--- config.mk ---
export PLATFORM = sky130hd
export DESIGN_NAME = pixel_write_ctrl
export DESIGN_NICKNAME = d
export VERILOG_FILES = /design/src/rtl/pixel_write_ctrl.sv
export SDC_FILE = /design/constraint.sdc
export NUM_CORES = 1
export LEC_CHECK = 0
export ABC_AREA = 1
export CORE_MARGIN = 2
export CORE_UTILIZATION = 50
export CTS_BUF_LIST = sky130_fd_sc_hd__clkbuf_4 sky130_fd_sc_hd__clkbuf_8
export DETAILED_ROUTE_END_ITERATION = 7
export PLACE_DENSITY = 0.79
export SYNTH_ARGS = -nofsm -noshare
export SYNTH_HDL_FRONTEND = slang
export SYNTH_SLANG_ARGS = --single-unit
--- constraint.sdc ---
create_clock -name clk -period 2.3 [get_ports clk]
set_clock_uncertainty 0.1 [all_clocks]
set_input_delay 0.23 -clock clk [delete_from_list [all_inputs] [get_ports clk]]
set_output_delay 0.23 -clock clk [all_outputs]
set_load 0.01 [all_outputs]
--- src/rtl/pixel_write_ctrl.sv ---
`timescale 1ns/1ps
// -----------------------------------------------------------------------------
// pixel_write_ctrl
//
// Purpose:
//   Avalon-MM write master that drains a double-buffered pixel write buffer
//   into memory, one 24-bit pixel per 32-bit word. A frame is started with
//   base address and pixel count. The upstream buffer signals each loaded
//   group of GROUP_SIZE pixels with group_ready. The controller then issues
//   single writes with at most one outstanding. It waits for the write
//   response of each word before issuing the next one, because the buffer
//   shifts on that response.
//
// Parameters:
//   GROUP_SIZE  pixels per double-buffer half (words per group)
//   ADDR_STEP   byte address increment per written word
//
// Ports:
//   clk                        clock, rising edge
//   n_rst                      asynchronous active-low reset
//   start                      single-cycle frame start (accepted in IDLE only)
//   base_addr[31:0]            frame start byte address, sampled on start
//   pixel_count[19:0]          pixels in frame, sampled on start
//   group_ready                pulse: one more group loaded into the buffer
//   master_waitrequest         Avalon-MM slave stall
//   master_writeresponsevalid  Avalon-MM write response
//   master_write               Avalon-MM write request
//   master_address[31:0]       Avalon-MM byte address (held outside WRITE)
//   master_byteenable[3:0]     constant 4'b0111, pixel in the low three bytes
//   busy                       high whenever the FSM is not IDLE
//   frame_done                 single-cycle pulse at frame completion
//   overflow_err               sticky: group_ready arrived with two groups pending
//   timeout_err                sticky: response timeout (0 unless the option is built)
//
// Build option:
//   WRITE_TIMEOUT_EN  when defined, an 8-bit counter runs while waiting for a
//                     response. If it reaches 255, the frame is abandoned:
//                     timeout_err is set, the pending groups are dropped and
//                     the FSM returns to IDLE without frame_done. When the
//                     macro is undefined, RESP waits forever and timeout_err
//                     is tied low.
// -----------------------------------------------------------------------------
module pixel_write_ctrl #(
  parameter int GROUP_SIZE = 6,
  parameter int ADDR_STEP  = 4
) (
  input  logic        clk,
  input  logic        n_rst,
  input  logic        start,
  input  logic [31:0] base_addr,
  input  logic [19:0] pixel_count,
  input  logic        group_ready,
  input  logic        master_waitrequest,
  input  logic        master_writeresponsevalid,
  output logic        master_write,
  output logic [31:0] master_address,
  output logic [3:0]  master_byteenable,
  output logic        busy,
  output logic        frame_done,
  output logic        overflow_err,
  output logic        timeout_err
);

  localparam int              WC_W       = $clog2(GROUP_SIZE + 1);
  localparam logic [WC_W-1:0] GROUP_LAST = WC_W'(GROUP_SIZE);
  localparam logic [31:0]     STEP       = 32'(ADDR_STEP);

  typedef enum logic [2:0] {
    IDLE  = 3'd0,
    ARM   = 3'd1,
    WRITE = 3'd2,
    RESP  = 3'd3,
    DONE  = 3'd4
  } state_t;

  state_t          state_q, state_d;
  logic [31:0]     addr_q, addr_d;            // address of the next word to write
  logic [19:0]     remaining_q, remaining_d;  // words still to write in this frame
  logic [WC_W-1:0] word_cnt_q, word_cnt_d;    // words written in the current group
  logic [1:0]      pending_q, pending_d;      // loaded groups not yet drained (0..2)
  logic [31:0]     maddr_q, maddr_d;          // registered bus address
  logic            overflow_q, overflow_d;

  // Decoded events from the FSM, consumed by the pending/error logic.
  logic            group_done;   // the response just taken finishes a group
  logic            clear_err;    // a start was accepted this cycle
  logic            timeout_hit;  // response wait gave up this cycle

  // Intermediate values of the response update; the completion decision is
  // made on the values after the update.
  logic [WC_W-1:0] word_cnt_inc;
  logic [19:0]     remaining_dec;
  logic [31:0]     addr_inc;

`ifdef WRITE_TIMEOUT_EN
  logic [7:0]      tmo_q, tmo_d;
  logic            timeout_err_q, timeout_err_d;
`endif

  // ---------------------------------------------------------------------------
  // State register
  // ---------------------------------------------------------------------------
  always_ff @(posedge clk or negedge n_rst) begin
    if (!n_rst) begin
      state_q     <= IDLE;
      addr_q      <= '0;
      remaining_q <= '0;
      word_cnt_q  <= '0;
      pending_q   <= '0;
      maddr_q     <= '0;
      overflow_q  <= 1'b0;
    end else begin
      state_q     <= state_d;
      addr_q      <= addr_d;
      remaining_q <= remaining_d;
      word_cnt_q  <= word_cnt_d;
      pending_q   <= pending_d;
      maddr_q     <= maddr_d;
      overflow_q  <= overflow_d;
    end
  end

`ifdef WRITE_TIMEOUT_EN
  always_ff @(posedge clk or negedge n_rst) begin
    if (!n_rst) begin
      tmo_q         <= '0;
      timeout_err_q <= 1'b0;
    end else begin
      tmo_q         <= tmo_d;
      timeout_err_q <= timeout_err_d;
    end
  end
`endif

  // ---------------------------------------------------------------------------
  // Next-state logic
  // ---------------------------------------------------------------------------
  always_comb begin
    state_d       = state_q;
    addr_d        = addr_q;
    remaining_d   = remaining_q;
    word_cnt_d    = word_cnt_q;
    maddr_d       = maddr_q;
    group_done    = 1'b0;
    clear_err     = 1'b0;
    timeout_hit   = 1'b0;
    word_cnt_inc  = word_cnt_q + 1'b1;
    remaining_dec = remaining_q - 20'd1;
    addr_inc      = addr_q + STEP;  // wraps modulo 2^32 by construction
`ifdef WRITE_TIMEOUT_EN
    tmo_d         = tmo_q;
`endif

    case (state_q)
      IDLE: begin
        if (start) begin
          addr_d      = base_addr;
          remaining_d = pixel_count;
          clear_err   = 1'b1;
          state_d     = (pixel_count == 20'd0) ? DONE : ARM;
        end
      end

      ARM: begin
        // Only issue a write once a loaded group is in the buffer.
        if (pending_q != 2'd0) begin
          word_cnt_d = '0;
          maddr_d    = addr_q;
          state_d    = WRITE;
        end
      end

      WRITE: begin
        if (!master_waitrequest) begin
          state_d = RESP;
`ifdef WRITE_TIMEOUT_EN
          tmo_d   = '0;
`endif
        end
      end

      RESP: begin
        if (master_writeresponsevalid) begin
          addr_d      = addr_inc;
          word_cnt_d  = word_cnt_inc;
          remaining_d = remaining_dec;
          // A short final group ends when the frame runs out of pixels.
          if ((word_cnt_inc == GROUP_LAST) || (remaining_dec == 20'd0)) begin
            group_done = 1'b1;
            state_d    = (remaining_dec == 20'd0) ? DONE : ARM;
          end else begin
            maddr_d = addr_inc;
            state_d = WRITE;
          end
        end else begin
`ifdef WRITE_TIMEOUT_EN
          tmo_d = tmo_q + 8'd1;
          if (tmo_q == 8'd254) begin
            // 255th cycle without a response: abandon the frame.
            timeout_hit = 1'b1;
            state_d     = IDLE;
          end
`endif
        end
      end

      DONE: begin
        state_d = IDLE;
      end

      default: begin
        state_d = IDLE;
      end
    endcase
  end

  // ---------------------------------------------------------------------------
  // Pending-group counter and sticky overflow. group_ready is counted in every
  // state so that groups loaded ahead of start are not lost.
  // ---------------------------------------------------------------------------
  always_comb begin
    pending_d  = pending_q;
    overflow_d = overflow_q;

    if (clear_err) begin
      overflow_d = 1'b0;
    end
    // The set wins over the start-time clear.
    if (group_ready && (pending_q == 2'd2)) begin
      overflow_d = 1'b1;
    end

    if (group_ready && !group_done) begin
      if (pending_q != 2'd2) begin
        pending_d = pending_q + 2'd1;
      end
    end else if (group_done && !group_ready) begin
      if (pending_q != 2'd0) begin
        pending_d = pending_q - 2'd1;
      end
    end

    // An abandoned frame leaves nothing in the buffer worth draining.
    if (timeout_hit) begin
      pending_d = 2'd0;
    end
  end

`ifdef WRITE_TIMEOUT_EN
  always_comb begin
    timeout_err_d = timeout_err_q;
    if (clear_err) begin
      timeout_err_d = 1'b0;
    end
    if (timeout_hit) begin
      timeout_err_d = 1'b1;
    end
  end

  assign timeout_err = timeout_err_q;
`else
  assign timeout_err = 1'b0;
`endif

  // ---------------------------------------------------------------------------
  // Outputs
  // ---------------------------------------------------------------------------
  assign master_write      = (state_q == WRITE);
  assign master_address    = maddr_q;
  assign master_byteenable = 4'b0111;
  assign busy              = (state_q != IDLE);
  assign frame_done        = (state_q == DONE);
  assign overflow_err      = overflow_q;

endmodule

==> impl_metrics.ini, run 1 <==
[status]
status = finished, violations left
violations = setup timing

[timing]
timing.hold.ws_ps = 261.6
worst_slack_ps = -171.5
hold_viol = 0
setup_viol = 35
period_share_pct = 107.5
maxSlewHeadroom_pct = 62.94
drv_slew = 0
fmax_ghz = 0.4046
tightest_slew_ps = 555.8
timing.final.crit_period_ps = 2472
rsz0062_at_grt = yes

[synth]
synth_area_um2 = 5628
yosysWarnings = 0
synthCells = 764
synth_edf_count = 0
yosys.area.top_type_share_pct = 41.35
synthFlopType = dfrtp_1
synth_area_leaders = dfrtp_1, nand2_1, o21ai_0
avgSynthCellArea_um2 = 7.366
ys_types = 42
async_reset_ff_share_pct = 100.0
yosysTopAreaCell = dfrtp_1
ys_seq_elements = 93
yosysSeqAreaShare_pct = 41.35

[floorplanning]
ios = 99
die_h_um = 110.1
start_util_pct = 51.69
die_x_um = 110.1
die-area_um2 = 12120
num_rows = 38
coreArea_um2 = 10890

[worst_setup_path]
path_depth = 15
crit_fanout = 9
path_class = register to register
worst_path_max_delay_cell = dfrtp_1
crit_arrival_ps = 2690
worstReg2RegEnd = master_address[7]$_DFFE_PN0P_
r2r_start = remaining_q[5]$_DFFE_PN0P_
crit_start = remaining_q[5]$_DFFE_PN0P_
path_cells = nor2_2 -> nand2_1 -> nor2_4 -> nand2_2 -> xor2_1 -> nand2_1 -> nor2_2 -> nand3_2 -> nand2_2 -> o21ai_4 -> nand2_4 -> buf_6 -> buf_16 -> nand2_1 -> o21ai_1
cp_top_family = simple AND/OR/NAND/NOR gates
critPathBufInv = 2
crit_path_end = master_address[7]$_DFFE_PN0P_
ff2ff_path_depth = 15
crit_required_ps = 2510
cp_common_cell = nand2_1
critPathLaunchType = register
endpoint_kind = register
regToRegSetupSlack_ps = -170
max_stage_delay_ps = 450

[power]
power_density_nw_per_um2 = 1504
ir_drop_mv = 0.8247
p_leak_nw = 3.526

[finish]
layout-drive-gt1-share_pct = 20.31
nNetsFinal = 969
finish.utilization_pct = 71.89
area_growth_pct = 39.08
diodes = 0

[clock_network]
clk_latency_ps = 380
numCtsBuffers = 9
root_buffer = clkbuf_8
cts_max_level = 3
clockBufferDepth = 2
clkTransAtPathRegs_ps = 100
numClockSinks = 93
tritoncts = yes

[drt]
via_per_inst = 5.598
wl_per_cell_um = 16.40
first_pass_iters = 5
wl_um = 17240
dr_total_vias = 5884
drc = 0
ant_nets = 0
drt-initial-drc-count = 409

[global_routing]
grt_pass1_vias = 5639
grt_max_degree = 54
grt_usage_pct = 28.18
antenna_found_initial = 0
grt_first_pass_wirelength_um = 26450
grt-ovfl-total = 0

[placement]
dp_hpwl_um = 11440
portBuffers = 93
dpl_worst_slack_ps = -95.63
globalplace.congestion = 0.9368

[run]
drv_cap = 0

[min_path]
min_path_type = primary input to asynchronous set/reset pin
## cells in the final DEF, fill, tap and decap left out, types with 11 or more instances in the layout
cell type        instances
a21oi_1                 65
a22oi_1                 14
buf_4                   51
clkdlybuf4s50_1         92
dfrtp_1                 92
inv_1                   73
nand2_1                148
nand2_2                 29
nand3_1                 31
nand4_1                 11
nor2_1                  48
nor2_2                  12
nor3_1                  13
o21a_1                  13
o21ai_0                 48
o21ai_1                 16
o21ai_2                 17
xor2_1                  19
## registers in the layout, summed over array words and instances (netlist names)
register	flops
state_q	3
master_address	32
remaining_q	20
overflow_err	1
addr_q	32
word_cnt_q	3
pending_q	2
## routing by layer
metal	vias to the layer above	wire length [um]	global-route usage (%)
met2	212	8805	49.56
met5	-	0	0
met1	2802	6925	33.87
met3	44	961	5.115
met4	0	544	11.70
li1	2826	-	-
## cells in the mapped netlist (7+ instances only)
cell / instances
nor2_1: 61
nand4_1: 11
nor4_1: 9
o21a_1: 13
clkbuf_1: 22
o21ai_0: 75
nor3_1: 17
inv_1: 76
dfrtp_1: 93
a21oi_1: 67
nand2_1: 182
a22oi_1: 14
xor2_1: 20
a211oi_1: 7
nand3_1: 34
## cells by family (layout without fill, tap and decap cells)
logic type               count (synthesis)  in the layout  share of synthesized area (%)
XOR/XNOR                                23             23                          3.579
buffers and inverters                  112            256                          8.181
AO/OA/AOI/OAI                          194            194                          19.63
adder cells (fa/ha/maj)                  5              5                          1.112
flip-flops                              93             93                          41.35
AND/OR/NAND/NOR                        335            335                          26.01
other                                    2              5                         0.1334
## per-stage QoR
step | instance area, um^2 | std cells | setup TNS [ps] | total power, mW
after floorplan | 5652 | 767 | 0 | 6.594
after global placement | 6909 | 1003 | -1222 | 8.448
after detailed placement | 6909 | 1003 | -1928 | 8.640
after CTS | 7476 | 1042 | -1975 | 10.83
after global routing | 7828 | 1051 | -9945 | 12.62
final | 7828 | 1051 | -4712 | 11.77
## power by group
part	switching, mW	internal (mW)	total, mW
Clock	0.664	0.630	1.29
Sequential	0.751	2.45	3.21
Combinational	3.98	3.30	7.27
## worst reg2reg max path: stages, from the launching register on
cell	delay (ps)
dfrtp_1	450
nor2_2	150
nand2_1	100
nor2_4	250
nand2_2	90
xor2_1	180
nand2_1	100
nor2_2	140
nand3_2	140
nand2_2	120
o21ai_4	70
nand2_4	140
buf_6	150
buf_16	130
nand2_1	50
o21ai_1	70
## worst min-delay path by stage
stage | start | end | slack (ps) | depth (start not counted)
floorplan | n_rst | addr_q[0]$_DFFE_PN0P_ | -170 | 0
global placement | n_rst | remaining_q[18]$_DFFE_PN0P_ | 140 | 1
detailed placement | n_rst | remaining_q[18]$_DFFE_PN0P_ | 150 | 1
CTS | n_rst | remaining_q[18]$_DFFE_PN0P_ | 280 | 2
global route | n_rst | state_q[2]$_DFFE_PN0P_ | 310 | 2
finish | n_rst | remaining_q[18]$_DFFE_PN0P_ | 260 | 2
## final cells by class
| type | count | area (um^2) |
|---|---|---|
| clock buffers | 9 | 123.9 |
| clock inverters | 7 | 102.6 |
| fillers | 864 | 3060 |
| inverters | 78 | 295.3 |
| multi-input cells | 562 | 3168 |
| flip-flops and latches | 93 | 2328 |
| well taps | 140 | 175.2 |
| repair buffers | 162 | 1634 |
## repair_timing
item                                   CTS  global route
cloned                                   5             2
hold buffers                             1             0
resized for setup                       39            95
setup buffers                           18             8
pin swaps                                9            19
setup endpoints to repair               35            45
endpoints found under the hold margin   40             0
No activity file was read; power rests on OpenSTA's default activity.
==> run 2: changes to the inputs <==
--- a/config.mk
+++ b/config.mk
@@ -5,7 +5,7 @@
 export SDC_FILE = /design/constraint.sdc
 export NUM_CORES = 1
 export LEC_CHECK = 0
-export ABC_AREA = 1
+export ABC_CLOCK_PERIOD_IN_PS = 2300
 export CORE_MARGIN = 2
 export CORE_UTILIZATION = 50
 export CTS_BUF_LIST = sky130_fd_sc_hd__clkbuf_4 sky130_fd_sc_hd__clkbuf_8
==> run 2 against run 1 <==
  * The run still ends with setup timing left
  * Final area decreased by 0.70%
  * Register-to-register slack lost 260 ps
  * Sequential share of layout area is 0.23 points higher
  * Die area increased by 1.5%
  * Cell count decreased by 9.7%
  * Non-clock buffer count is 33 higher
  * Highest routed layer unchanged
  * Utilization down 2.9 points
  * Maximum frequency fell by 9.6%
==> impl_metrics.ini, run 2 <==
[floorplanning]
die_x_um = 110.9
coreArea_um2 = 11270
ios = 99
start_util_pct = 50.70
die-area_um2 = 12300
die_h_um = 110.9
num_rows = 39

[power]
ir_drop_mv = 0.7867
clkPwrFrac_pct = 10.6
pwr-share-comb_pct = 60.6
seqPwrFrac_pct = 28.8
power_density_nw_per_um2 = 1414
power.switching_mw = 4.599
intPower_mw = 6.391
p_sw_share_pct = 41.85
p_leak_nw = 3.243
power.total_mw = 10.99

[worst_setup_path]
crit_fanout = 16
crit_arrival_ps = 2890
cp_top_family = simple AND/OR/NAND/NOR gates
worst_path_max_delay_cell = dfrtp_2
endpoint_kind = register
path_cells = nor4_4 -> buf_4 -> nand4_1 -> xor2_1 -> a31oi_1 -> nor4_4 -> or2_4 -> a21oi_4 -> buf_12 -> mux2_4
critPathBufInv = 2
max_stage_delay_ps = 450
path_class = register to register
cp_common_cell = nor4_4
critPathLaunchType = register
crit_required_ps = 2460

[global_routing]
grt_usage_pct = 25.26
grt_max_degree = 68
grt-ovfl-total = 0
grt_pass1_vias = 5332
grt_first_pass_wirelength_um = 25470
antenna_found_initial = 0

[synth]
synthCells = 642
yosysSeqAreaShare_pct = 40.72
yosys.area.top_type_share_pct = 40.72
ys_types = 63
async_reset_ff_share_pct = 100.0
synth_area_leaders = dfrtp_1, mux2_4, a21oi_1
avgSynthCellArea_um2 = 8.903
synth_edf_count = 0
synth_common_cells = dfrtp_1, a21oi_1, o21ai_0
ys_seq_elements = 93
synth_area_um2 = 5715
yosysWarnings = 0
yosysTopAreaCell = dfrtp_1
synth.most_common_cell = dfrtp_1
synthFlopType = dfrtp_1

[finish]
area_growth_pct = 35.99
post_layout_nonfiller_instances = 949
nNetsFinal = 865
finalInstanceArea_um2 = 7772
final_common_cell = buf_4
multiInputGateArea_um2 = 3229
final_cell_mix = buf_4, clkdlybuf4s50_1, dfrtp_1
fill_cells = 861
layout-drive-gt1-share_pct = 24.32
diodes = 0
seqCellArea_um2 = 2330

[clock_network]
clockBufferDepth = 2
clk_latency_ps = 380
numClockSinks = 93
clkTransAtPathRegs_ps = 90
cts_max_level = 3
numCtsBuffers = 9
tritoncts = yes
root_buffer = clkbuf_8

[drt]
first_pass_iters = 6
wl_per_cell_um = 16.62
drc = 0
via_per_inst = 5.869
dr_total_vias = 5570
ant_nets = 0
drt-initial-drc-count = 413
wl_um = 15780

[status]
violations = setup timing
status = finished, violations left

[placement]
dp_cells = 922
dpl_worst_slack_ps = -511.4
globalplace.congestion = 0.8904
dp_hpwl_um = 11080
dpl-instance-area_um2 = 7276
portBuffers = 93

[timing]
setup_viol = 37
fmax_ghz = 0.3659
worst_slack_ps = -433.2
timing.hold.ws_ps = 214.1
rsz0062_at_grt = yes
hold_viol = 0
period_share_pct = 118.8
drv_slew = 0
timing.final.crit_period_ps = 2733

[min_path]
min_path_type = primary input to asynchronous set/reset pin

[run]
drv_cap = 0
-- run 2: cell types whose count changed after synthesis, moves of 12 or more --
cell / delta
a21oi_1: +15
inv_1: -63
mux2_4: +29
nand2_1: -128
o21a_1: -13
o21ai_0: -13
o22ai_1: +12
xnor2_1: +16
-- run 2: layout make-up --
cell class              instances  area share (%)
well taps                     143           2.302
clock inverters                 3          0.5634
multi-input cells             490           41.55
repair buffers                195           22.94
flip-flops and latches         93           29.97
inverters                      13          0.6278
clock buffers                  12           2.044
-- run 2: timing repair --
action                                  CTS  global route
gates resized for setup                  23            28
setup buffers                             6             7
endpoints found under the hold margin    26             0
pin swaps                                 7             4
endpoints found under the setup margin   40            73
hold buffers                              1             0
-- run 2: power by group through the flow --
stage | clock, mW | combinational, mW | sequential [mW]
finish | 1.17 | 6.66 | 3.16
detailed placement | 0 | 6.30 | 3.17
CTS | 1.19 | 6.45 | 3.14
global route | 1.25 | 7.20 | 3.26
floorplan | 0 | 3.99 | 3.15
global placement | 0 | 6.04 | 3.12
-- run 2: stage by stage --
| stage | TNS, ps | utilization (%) |
|---|---|---|
| 4_1_cts | -13390 | 67.57 |
| 3_5_place_dp | -17260 | 64.55 |
| 3_3_place_gp | -15370 | 64.55 |
| 2_1_floorplan | -12700 | - |
| 5_1_grt | -18350 | 68.95 |
| 6_report | -14310 | 68.95 |
-- run 2: logic make-up after synthesis --
family	share of synthesized area [%]
flip-flops	40.72
AND/OR/NAND/NOR	19.13
AO/OA/AOI/OAI	19.11
multiplexers	8.581
other	0.1314
buffers and inverters	6.327
adder cells (fa/ha/maj)	1.095
XOR/XNOR	4.904
-- run 2: path summary, 6_finish.rpt --
| check | from | cells past startpoint | slack [ps] | endpoint |
|---|---|---|---|---|
| min reg2reg | addr_q[0]$_DFFE_PN0P_ | 1 | 410 | master_address[0]$_DFFE_PN0P_ |
| max in group asynchronous | n_rst | 3 | 1190 | master_address[10]$_DFFE_PN0P_ |
| min in group clk | pixel_count[0] | 3 | 350 | remaining_q[0]$_DFFE_PN0P_ |
| max | remaining_q[4]$_DFFE_PN0P_ | 10 | -430 | master_address[19]$_DFFE_PN0P_ |
| min | n_rst | 2 | 210 | pending_q[1]$_DFFE_PN0P_ |
| max reg2reg | remaining_q[4]$_DFFE_PN0P_ | 10 | -430 | master_address[19]$_DFFE_PN0P_ |
-- run 2: worst reg2reg max path, stage by stage (launching register included) --
cell	delay, ps
dfrtp_2	450
nor4_4	260
buf_4	180
nand4_1	150
xor2_1	170
a31oi_1	240
nor4_4	80
or2_4	250
a21oi_4	200
buf_12	210
mux2_4	320
-- run 2: routing by layer --
layer / vias up / wire, um / GRT usage, % / part of all wire, %
met4: 0 / 321 / 9.667 / 2.0
met3: 28 / 763 / 2.898 / 4.8
met5: - / 0 / 0 / 0
met2: 216 / 8171 / 43.93 / 52
li1: 2613 / - / - / -
met1: 2713 / 6519 / 32.36 / 41
==> run 3: changes to the inputs <==
==> config.mk (replaced) <==
export PLATFORM = sky130hd
export DESIGN_NAME = pixel_write_ctrl
export DESIGN_NICKNAME = d
export VERILOG_FILES = /design/src/rtl/pixel_write_ctrl.sv
export SDC_FILE = /design/constraint.sdc
export NUM_CORES = 1
export LEC_CHECK = 0
export ABC_CLOCK_PERIOD_IN_PS = 2700
export CORE_MARGIN = 2
export CORE_UTILIZATION = 55
export CTS_BUF_LIST = sky130_fd_sc_hd__clkbuf_4 sky130_fd_sc_hd__clkbuf_8
export DETAILED_ROUTE_END_ITERATION = 7
export PLACE_DENSITY = 0.83
export SYNTH_ARGS = -nofsm -noshare
export SYNTH_HDL_FRONTEND = slang
export SYNTH_SLANG_ARGS = --single-unit
==> constraint.sdc (replaced) <==
create_clock -name clk -period 2.7 [get_ports clk]
set_clock_uncertainty 0.1 [all_clocks]
set_input_delay 0.27 -clock clk [delete_from_list [all_inputs] [get_ports clk]]
set_output_delay 0.27 -clock clk [all_outputs]
set_load 0.01 [all_outputs]
==> run 3 against run 2 <==
  * The run still ends with setup timing left
  * Sequential share of layout area is 2.4 points higher
  * Combinational power shrank 26%
  * Maximum frequency down 1.3%
  * Final area shrank 7.5%
  * Largest cell class unchanged
==> impl_metrics.ini, run 3 (synthesis results as in run 2) <==
[min_path]
whs_path_depth = 3
hp-start = base_addr[2]
min_path_type = primary input to register
min_to = addr_q[2]$_DFFE_PN0P_

[global_routing]
grt_pass1_vias = 5053
grt_first_pass_wirelength_um = 23760
grt-ovfl-total = 0
grt_usage_pct = 26.00
antenna_found_initial = 0
grt_max_degree = 50

[worst_setup_path]
path_class = register to register
crit_required_ps = 2840
r2r_start = remaining_q[0]$_DFFE_PN0P_
ff2ff_path_depth = 11
crit_arrival_ps = 2910
crit_fanout = 20
critPathLaunchType = register
endpoint_kind = register
worstReg2RegEnd = master_address[21]$_DFFE_PN0P_
regToRegSetupSlack_ps = -70

[power]
power_density_nw_per_um2 = 1200
p_leak_nw = 2.889
ir_drop_mv = 0.5263
power.total_mw = 8.631

[timing]
hold_viol = 0
tightest_slew_ps = 659.0
period_share_pct = 102.5
timing.final.crit_period_ps = 2768
drv_slew = 0
maxSlewHeadroom_pct = 56.07
fin_setup_tns_ps = -1448
fmax_ghz = 0.3612
setup_viol = 31
worst_slack_ps = -68.20
rsz0062_at_grt = yes

[drt]
wl_met1_um = 6128
dr_total_vias = 5322
route.met2.wl_um = 7229
wl_um = 14520
route.met3.wl_um = 842
ant_nets = 0
first_pass_iters = 5
wl_per_cell_um = 16.35
via_per_inst = 5.993
routed.top_layer = met4
drc = 0
drt-initial-drc-count = 299

[finish]
area_growth_pct = 25.83
final_cell_mix = clkdlybuf4s50_1, dfrtp_1, a21oi_1
nNetsFinal = 812
layout-drive-gt1-share_pct = 16.76
diodes = 0
final_common_cell = clkdlybuf4s50_1

[clock_network]
tritoncts = yes
clkTransAtPathRegs_ps = 90
cts_max_level = 3
numCtsBuffers = 9
root_buffer = clkbuf_8
clk_latency_ps = 360
clockBufferDepth = 2
numClockSinks = 93

[floorplanning]
die_h_um = 105.9
num_rows = 37
die_x_um = 105.9
coreArea_um2 = 10180
die-area_um2 = 11220
start_util_pct = 56.12
ios = 99

[placement]
portBuffers = 93
dp_hpwl_um = 10420
globalplace.congestion = 0.8980

[status]
violations = setup timing
status = finished, violations left

[run]
drv_cap = 0
==> run 3: how the worst max path moves through the flow <==
| stage | slack [ps] | from | endpoint | depth (start not counted) |
|---|---|---|---|---|
| 2_1_floorplan | -5 | remaining_q[4]$_DFFE_PN0P_ | master_address[0]$_DFFE_PN0P_ | 9 |
| 3_3_place_gp | -10 | remaining_q[0]$_DFFE_PN0P_ | master_address[12]$_DFFE_PN0P_ | 9 |
| 3_5_place_dp | -70 | remaining_q[0]$_DFFE_PN0P_ | master_address[15]$_DFFE_PN0P_ | 11 |
| 4_1_cts | -30 | remaining_q[4]$_DFFE_PN0P_ | master_address[21]$_DFFE_PN0P_ | 9 |
| 5_1_grt | -140 | remaining_q[2]$_DFFE_PN0P_ | master_address[12]$_DFFE_PN0P_ | 11 |
| 6_report | -70 | remaining_q[0]$_DFFE_PN0P_ | master_address[21]$_DFFE_PN0P_ | 11 |
==> run 3: area by class of cell <==
class                           instances  area, um^2
Timing Repair Buffer                  142        1353
Tap cell                              136       170.2
Inverter                               13       48.80
Clock inverter                          1       7.507
Fill cell                             797        2993
Sequential cell                        93        2331
Clock buffer                           13       166.4
Multi-Input combinational cell        490        3115
==> run 3: through the flow <==
stage	util (%)	hold WS (ps)	instances	instance area, um^2	worst slack [ps]
4_1_cts	70.14	382.1	888	7143	-25.50
6_report	70.61	365.2	888	7192	-68.20
5_1_grt	70.61	371.5	888	7192	-138.3
3_5_place_dp	67.79	237.3	870	6904	-70.68
3_3_place_gp	67.79	228.6	870	6904	-11.31
2_1_floorplan	-	-125.6	645	5727	-4.850
==> run 3: timing repair <==
action                                  4_1_cts  5_1_grt
gates resized for setup                       7       11
pin swaps                                     2        2
endpoints found under the setup margin       31       33
buffers inserted                              3        0
hold endpoints to repair                     48        0
hold buffers                                  1        0
==> run 3: layer usage <==
layer / track usage (%) / up-vias
met4: 9.211 / 0
li1: - / 2506
met3: 3.004 / 34
met5: 0 / -
met2: 44.10 / 224
met1: 34.58 / 2558
==> run 3: where the power goes <==
group | leakage, nW | switching, mW | internal (mW)
registers | 1.07 | 0.750 | 2.08
clock network | 0.0884 | 0.472 | 0.397
logic | 1.73 | 2.46 | 2.47
total | 2.89 | 3.68 | 4.95
==> run 3: critical path, stage by stage, from the launching register on <==
cell	delay [ps]
dfrtp_1	440
inv_2	70
ha_4	180
xor2_1	150
nor4b_1	300
o2111a_1	250
o21ai_2	70
nor4_4	330
or2_4	200
a21oi_4	70
buf_12	180
mux2_4	300
